### src/rtl/divider_pkg.sv
// Shared definitions for the multi-cycle restoring divider: FSM encoding and
// the divide-by-zero quotient fill value.
package divider_pkg;

  typedef enum logic [2:0] {
    IDLE = 3'd0,
    PREP = 3'd1,
    ITER = 3'd2,
    FIX  = 3'd3,
    DONE = 3'd4
  } state_t;

  // Fill bit replicated across the quotient on divide by zero (all ones).
  localparam logic DIV0_QUOTIENT = 1'b1;

endpackage

### src/rtl/seq_divider_if.sv
// Start/done handshake and operand/result bus between the control sequencer
// (master) and the divider (slave).
interface seq_divider_if #(
  parameter int WIDTH = 32
);

  logic             start;
  logic             signed_mode;
  logic [WIDTH-1:0] dividend;
  logic [WIDTH-1:0] divisor;
  logic             busy;
  logic             done;
  logic [WIDTH-1:0] quotient;
  logic [WIDTH-1:0] remainder;
  logic             div_by_zero;

  modport master (
    output start, signed_mode, dividend, divisor,
    input  busy, done, quotient, remainder, div_by_zero
  );

  modport slave (
    input  start, signed_mode, dividend, divisor,
    output busy, done, quotient, remainder, div_by_zero
  );

endinterface

### src/rtl/div_step.sv
// One restoring-division step: shift {rem, q} left, trial-subtract the divisor
// magnitude and keep the difference when it is non-negative.
module div_step #(
  parameter int WIDTH = 32
) (
  input  logic [WIDTH-1:0] rem,
  input  logic [WIDTH-1:0] q,
  input  logic [WIDTH-1:0] dmag,
  output logic [WIDTH-1:0] next_rem,
  output logic [WIDTH-1:0] next_q
);

  logic        [WIDTH:0]   shifted;
  logic signed [WIDTH+1:0] trial;
  logic                    unused_trial_bit;

  // Shifted remainder can reach 2^(WIDTH+1)-1, so the trial needs two guard bits.
  always_comb begin
    shifted = {rem, q[WIDTH-1]};
    trial   = signed'({1'b0, shifted}) - signed'({2'b00, dmag});
    if (!trial[WIDTH+1]) begin
      next_rem = trial[WIDTH-1:0];
    end else begin
      next_rem = shifted[WIDTH-1:0];
    end
    next_q = {q[WIDTH-2:0], ~trial[WIDTH+1]};
  end

  // A kept difference is always below the divisor, so this bit is zero.
  assign unused_trial_bit = trial[WIDTH];

endmodule

### src/rtl/seq_divider.sv
// Multi-cycle signed/unsigned restoring divider with start/done handshake.
// Quotient feeds Z low, remainder feeds Z high.
module seq_divider
  import divider_pkg::*;
#(
  parameter int WIDTH = 32
) (
  input logic          clock,
  input logic          clear,
  seq_divider_if.slave bus
);

  localparam int CNT_W = $clog2(WIDTH + 1);

  state_t             state;
  logic [CNT_W-1:0]   cnt;
  logic               busy_r;
  logic               done_r;
  logic               dbz_r;
  logic [WIDTH-1:0]   quot_r;
  logic [WIDTH-1:0]   rem_out_r;

  logic [WIDTH-1:0]   a_lat;
  logic [WIDTH-1:0]   b_lat;
  logic               smode;
  logic               zero;
  logic               q_neg;
  logic               r_neg;
  logic [WIDTH-1:0]   dmag;
  logic [WIDTH-1:0]   q_reg;
  logic [WIDTH-1:0]   rem_reg;
  logic [WIDTH-1:0]   next_rem;
  logic [WIDTH-1:0]   next_q;
  logic [WIDTH-1:0]   q_res;
  logic [WIDTH-1:0]   r_res;

  function automatic logic [WIDTH-1:0] neg_if(input logic [WIDTH-1:0] v,
                                              input logic c);
    return c ? (~v + WIDTH'(1)) : v;
  endfunction

  function automatic logic [WIDTH-1:0] magnitude(input logic [WIDTH-1:0] v,
                                                 input logic is_signed);
    return neg_if(v, is_signed & v[WIDTH-1]);
  endfunction

  div_step #(.WIDTH(WIDTH)) u_step (
    .rem      (rem_reg),
    .q        (q_reg),
    .dmag     (dmag),
    .next_rem (next_rem),
    .next_q   (next_q)
  );

  // Sign fix-up; the remainder follows the dividend and -0 stays 0.
  always_comb begin
    q_res = neg_if(q_reg, q_neg);
    r_res = neg_if(rem_reg, r_neg && (rem_reg != '0));
    if (zero) begin
      q_res = {WIDTH{DIV0_QUOTIENT}};
      r_res = a_lat;
    end
  end

  // Control FSM and registered outputs.
  always_ff @(posedge clock or posedge clear) begin
    if (clear) begin
      state     <= IDLE;
      cnt       <= '0;
      busy_r    <= 1'b0;
      done_r    <= 1'b0;
      dbz_r     <= 1'b0;
      quot_r    <= '0;
      rem_out_r <= '0;
    end else begin
      done_r <= 1'b0;
      case (state)
        IDLE: begin
          if (bus.start) begin
            state  <= PREP;
            busy_r <= 1'b1;
          end
        end
        PREP: begin
          dbz_r <= 1'b0;
          cnt   <= '0;
          // Divide by zero bypasses the iterations but keeps the FIX slot.
          state <= (b_lat == '0) ? FIX : ITER;
        end
        ITER: begin
          cnt <= cnt + CNT_W'(1);
          if (cnt == CNT_W'(WIDTH - 1)) begin
            state <= FIX;
          end
        end
        FIX: begin
          state     <= DONE;
          done_r    <= 1'b1;
          busy_r    <= 1'b0;
          dbz_r     <= zero;
          quot_r    <= q_res;
          rem_out_r <= r_res;
        end
        DONE: begin
          state <= IDLE;
        end
        default: begin
          state <= IDLE;
        end
      endcase
    end
  end

  // Datapath registers carry no reset; they are only read after being loaded.
  always_ff @(posedge clock) begin
    case (state)
      IDLE: begin
        if (bus.start) begin
          a_lat <= bus.dividend;
          b_lat <= bus.divisor;
          smode <= bus.signed_mode;
        end
      end
      PREP: begin
        zero    <= (b_lat == '0);
        q_neg   <= smode & (a_lat[WIDTH-1] ^ b_lat[WIDTH-1]);
        r_neg   <= smode & a_lat[WIDTH-1];
        dmag    <= magnitude(b_lat, smode);
        q_reg   <= magnitude(a_lat, smode);
        rem_reg <= '0;
      end
      ITER: begin
        rem_reg <= next_rem;
        q_reg   <= next_q;
      end
      default: begin
      end
    endcase
  end

  assign bus.busy        = busy_r;
  assign bus.done        = done_r;
  assign bus.quotient    = quot_r;
  assign bus.remainder   = rem_out_r;
  assign bus.div_by_zero = dbz_r;

endmodule

### src/flat_wrapper.sv
// flat-port wrapper written by rule: the top's interface ports become plain ports
module seq_divider_flat import divider_pkg::*;
#(
  parameter int WIDTH = 32
)
  (clock, clear, bus_start, bus_signed_mode, bus_dividend, bus_divisor, bus_busy, bus_done, bus_quotient, bus_remainder, bus_div_by_zero);
  seq_divider_if #(.WIDTH(WIDTH)) bus_i ();
  input logic clock;
  input logic clear;
  input wire logic [$bits(bus_i.start)-1:0] bus_start;
  input wire logic [$bits(bus_i.signed_mode)-1:0] bus_signed_mode;
  input wire logic [$bits(bus_i.dividend)-1:0] bus_dividend;
  input wire logic [$bits(bus_i.divisor)-1:0] bus_divisor;
  output wire logic [$bits(bus_i.busy)-1:0] bus_busy;
  output wire logic [$bits(bus_i.done)-1:0] bus_done;
  output wire logic [$bits(bus_i.quotient)-1:0] bus_quotient;
  output wire logic [$bits(bus_i.remainder)-1:0] bus_remainder;
  output wire logic [$bits(bus_i.div_by_zero)-1:0] bus_div_by_zero;
  assign bus_i.start = bus_start;
  assign bus_i.signed_mode = bus_signed_mode;
  assign bus_i.dividend = bus_dividend;
  assign bus_i.divisor = bus_divisor;
  assign bus_busy = bus_i.busy;
  assign bus_done = bus_i.done;
  assign bus_quotient = bus_i.quotient;
  assign bus_remainder = bus_i.remainder;
  assign bus_div_by_zero = bus_i.div_by_zero;
  seq_divider #(.WIDTH(WIDTH)) u_core (.clock(clock), .clear(clear), .bus(bus_i));
endmodule
### config.mk
export PLATFORM = sky130hd
export DESIGN_NAME = seq_divider_flat
export DESIGN_NICKNAME = d
export VERILOG_FILES = /design/src/rtl/divider_pkg.sv /design/src/rtl/seq_divider_if.sv /design/src/rtl/div_step.sv /design/src/rtl/seq_divider.sv /design/src/flat_wrapper.sv
export SDC_FILE = /design/constraint.sdc
export NUM_CORES = 1
export LEC_CHECK = 0
export ABC_AREA = 0
export CAP_MARGIN = 25
export CORE_ASPECT_RATIO = 0.75
export CORE_MARGIN = 1
export CORE_UTILIZATION = 50
export DETAILED_ROUTE_END_ITERATION = 7
export PLACE_DENSITY = 0.78
export SYNTH_ARGS = -nofsm -noshare
export SYNTH_HDL_FRONTEND = slang
export SYNTH_SLANG_ARGS = --single-unit
### constraint.sdc
create_clock -name clock -period 6.6 [get_ports clock]
set_input_delay 0.66 -clock clock [delete_from_list [all_inputs] [get_ports clock]]
set_output_delay 0.66 -clock clock [all_outputs]
set_load 0.005 [all_outputs]
* After elaboration in Yosys (flattened, before gate mapping)
Index checks and enable logic that the tools add are counted.
Operators by class: bitwise gates (word level) 9, mux-type cells 18, add/subtract/negate cells 6, reductions and logical operators 10, equality and inequality tests 6
Operators by type and width (count):
- $mux W32 | 7
- $add A32 B1 Y32 const B | 4
- $not A32 Y32 | 4
- $pmux W32 S2 | 2
- $sub A33 B32 Y34 | 1
- $logic_not A32 Y1 | 1
- $reduce_bool A32 Y1 | 1
- $pmux W3 S4 | 1
- $pmux W6 S2 | 1
- $add A6 B1 Y6 const B | 1
- $eq A3 B2 Y1 const B | 2
- $eq A6 B5 Y1 const B | 1
- $mux W3 | 2
- $reduce_and A2 Y1 | 3
- $reduce_bool A2 Y1 | 3
- $pmux W1 S2 | 2
- $and A1 B1 Y1 | 3
- $eq A3 B1 Y1 const B | 1
- $logic_not A3 Y1 | 1
- $mux W1 | 3
- $ne A2 B1 Y1 const B | 1
- $ne A2 B2 Y1 const B | 1
- $logic_and A1 B1 Y1 | 1
- $not A1 Y1 | 1
- $xor A1 B1 Y1 | 1
Word-level totals: word-level logic and storage cells 65, register bits after elaboration 240

* Longest topological paths before layout
word-level depth 4, mapped depth 13, mapped depth without buffers 12

* Modules after synthesis
Synthesis repeated with hierarchy kept, for this count alone.
Second synthesis, totals: cells, all modules 1377, area, all modules 13753.2 um^2
By module, submodules not included:
- seq_divider | area each 11146.9 um^2, times used 1, cells an instance 974
- div_step | area each 2606.2 um^2, times used 1, cells an instance 403

* Worst setup path after synthesis
No wires, ideal clock.
path type input to register, start in bus_start, end reg u_core.a_lat[0], enable pin, cell stages on the path 2, path slack 843 ps, arrival time 5186 ps, path buffers 0, setup time 571 ps, path through nand2_1 -> nor3_1
On the way: cells in the longest elaborated chain, start to end 1
RTL lines:
- from (decl) | RTL line flat_wrapper.sv:10 | input wire logic [$bits(bus_i.start)-1:0] bus_start;
- $reduce_and A2 Y1 (no line)
- to (signal assigned) | RTL line seq_divider.sv:119 | a_lat <= bus.dividend;
- to (decl) | RTL line seq_divider.sv:23 | logic [WIDTH-1:0] a_lat;
Every way passes these cells. A chain may end at the register's enable or synchronous reset.

* Final worst setup path
start reg u_core.rem_reg[7], end reg u_core.rem_reg[28], data pin
On the way: cells in the longest elaborated chain, start to end 3
RTL lines:
- from (decl) | RTL line seq_divider.sv:31 | logic [WIDTH-1:0] rem_reg;
- from (signal assigned) | RTL line seq_divider.sv:133 | rem_reg <= next_rem;
- $sub A33 B32 Y34 | RTL line div_step.sv:20 | trial = signed'({1'b0, shifted}) - signed'({2'b00, dmag});
- $mux W32 | RTL line div_step.sv:21 | if (!trial[WIDTH+1]) begin
- $pmux W32 S2 | RTL line seq_divider.sv:116 | case (state)
Every way passes these cells.

==> metrics.txt <==
outcome complete, no violations; Hold Fails Final Rpt 0; Initial Util 51.15%; gr ovfl total 0; Die Span Y 143.5 microns; Seq/Total Area, Yosys 51.13%; worst-margin pin slew 0.9967 ns; P&R area growth vs syn 18.55%; min Tclk post-route 3.867 ns; IO Port Bufs 134; NetSw 3.224 mW; CTS resizes 0; vias post-DR 10810; CORE AREA 26100 sq um; register share of total power 37.8%; top_reg_cell synth edfxtp_1; clock tree buffer depth 3; Placed Cells 1746; CTS buffer count 25; io pins 135; Clock Sinks 240; DRC 0; Yosys cell types 63; CTS hold repair buffers 0; switching share of total power 40.53%; largest net degree at the start of global routing 77; DRT antenna net count 0; RSZ-0062 raised after global routing no; relative max-transition margin 33.55%; Ant. Diodes 0; Yosys reg bits 240; f_max 258.6 MHz; Mapped Nets 1420; Post-DP HPWL 24440 microns; Setup Skew 0.01185 ns; worst skew pair latency 0.52 ns; die area 27360 sq um; EDFF count, synth 164; synth cell count leaders 164 x edfxtp_1, 133 x o21ai_0, 117 x nand2_1, 103 x a21oi_1, 88 x xnor2_1; maxcap violations 0; VDD IR max 238.8 uV; Syn Std Cell Area 13350 sq um; HP Class input pin to async pin; drt total wl 34070 microns; crit path DAT 4.21 ns; FF-to-FF setup slack 2.73 ns; WS Path Type flop to flop; WL per Instance 19.01 microns; crit path launch type flop; DIE WIDTH 190.7 microns; period utilization 58.60%; antenna violations before repair 0; initial drt markers 1136; count leader, synth edfxtp_1; CTS H-tree lvls 1; clk slew on worst S/H paths 0.07 ns; P_leak 6.035 nW; Comb pwr share 44.6%; post-CTS setup buffers 0; routability cong. 0.9184; Pwr Density 502.5 nW/um^2; Worst EP required 6.94 ns; non-filler cells, final 1792; Worst setup EP type flop; Internal 4.729 mW; post-synth top area cell edfxtp_1; final setup TNS 0 ns; clock root buffer clkbuf_16; Post-synth ARST share 31.67%; TritonCTS clock tree built; Synth Warn # 0; Final nets 1536; Slew Viols, Final 0; DR pass1 iterations 5; via/cell ratio 6.030; Synth top area share 36.89%; Clock power frac 17.6%; top cells by area, synth edfxtp_1 37%, dfrtp_1 14%, xnor2_1 5.8%; vias in the first global route 10010; CP max FO 29; global-route wire length before repair 53830 microns; endpoints failing setup 0; layout cells sized above 1 4.903%; Syn Inst Count 1314; cell row count 51; Avg Inst Size Synth 10.16 sq um; all-layer global routing usage 24.96%
==> power by group through the flow <==
stage               registers, mW  logic [mW]  clock network [mW]
finish                       3.01        3.55                1.40
global route                 3.07        3.93                1.47
CTS                          3.00        3.52                1.41
detailed placement           3.01        3.48                   0
global placement             3.01        3.41                   0
floorplan                    2.84        2.43                   0
==> through the flow <==
step | hold slack, ns | worst slack [ns] | util (%) | power, mW | area [sq um]
CTS | 0.4783 | 2.807 | 60.54 | 7.928 | 15800
global route | 0.4612 | 2.427 | 60.64 | 8.470 | 15830
finish | 0.4433 | 2.733 | 60.64 | 7.953 | 15830
floorplan | 0.4572 | 0.8430 | - | 5.265 | 13350
detailed placement | 0.4634 | 2.834 | 57.47 | 6.498 | 15000
global placement | 0.4611 | 3.029 | 57.47 | 6.416 | 15000
==> cells by family after synthesis <==
logic type,after synthesis,synth area share [%]
AO/OA/AOI/OAI,394,18.04
AND/OR/NAND/NOR,365,13.55
flip-flops,240,51.13
XOR/XNOR,143,9.381
buffers and inverters,127,3.730
adder cells (fa/ha/maj),38,3.618
multiplexers,7,0.5436
==> final timing paths <==
kind | startpoint | endpoint | depth (start not counted)
max | u_core.rem_reg[7] | u_core.rem_reg[28] | 9
min | clear | u_core.bus.remainder[9] | 3
max reg2reg | u_core.rem_reg[7] | u_core.rem_reg[28] | 9
min reg2reg | u_core.bus.quotient[0] | u_core.bus.quotient[0] | 2
max in group asynchronous | clear | u_core.bus.remainder[21] | 4
min in group clock | u_core.bus.quotient[0] | u_core.bus.quotient[0] | 2
==> placed cells by master, fill, tap and decap left out, types with 11 or more instances in the layout <==
master           count
xnor2_1             88
a211oi_1            16
o41ai_1             15
o22a_1              24
nand2_1            117
o31ai_1             26
edfxtp_1           164
xor2_1              55
or4_1               15
o21ai_0            133
clkbuf_16           25
ha_1                37
nor2_1              66
a21o_1              18
inv_1               63
nor3_1              28
nand3_1             31
and3_1              31
buf_4               16
a21oi_1            103
dfrtp_1             76
clkdlybuf4s50_1    134
o21ai_1             11
or3_1               18
==> critical path, cell delays in order (launching register included) <==
cell	delay [ns]
edfxtp_1	0.50
ha_1	0.45
nand2_1	0.15
or3_1	0.38
a31oi_1	0.26
o21ai_1	0.25
a211oi_1	0.49
o211a_1	0.79
nor3_1	0.10
a311oi_1	0.29
==> area by class of cell <==
type	instances	area, sq um
multi-input cells	947	6036
flip-flops and latches	240	6827
clock inverters	9	82.58
inverters	65	245.2
repair buffers	151	1489
fillers	2165	10270
well taps	344	430.4
clock buffers	36	716.9
==> layer usage <==
metal / vias to the layer above / track usage, % / part of all wire, %
li1: 5057 / - / -
met1: 5258 / 37.12 / 46
met2: 451 / 38.53 / 45
met3: 40 / 3.468 / 7.6
met4: 0 / 5.811 / 2.1
met5: - / 0 / 0
(Power assumes the default switching activity.)
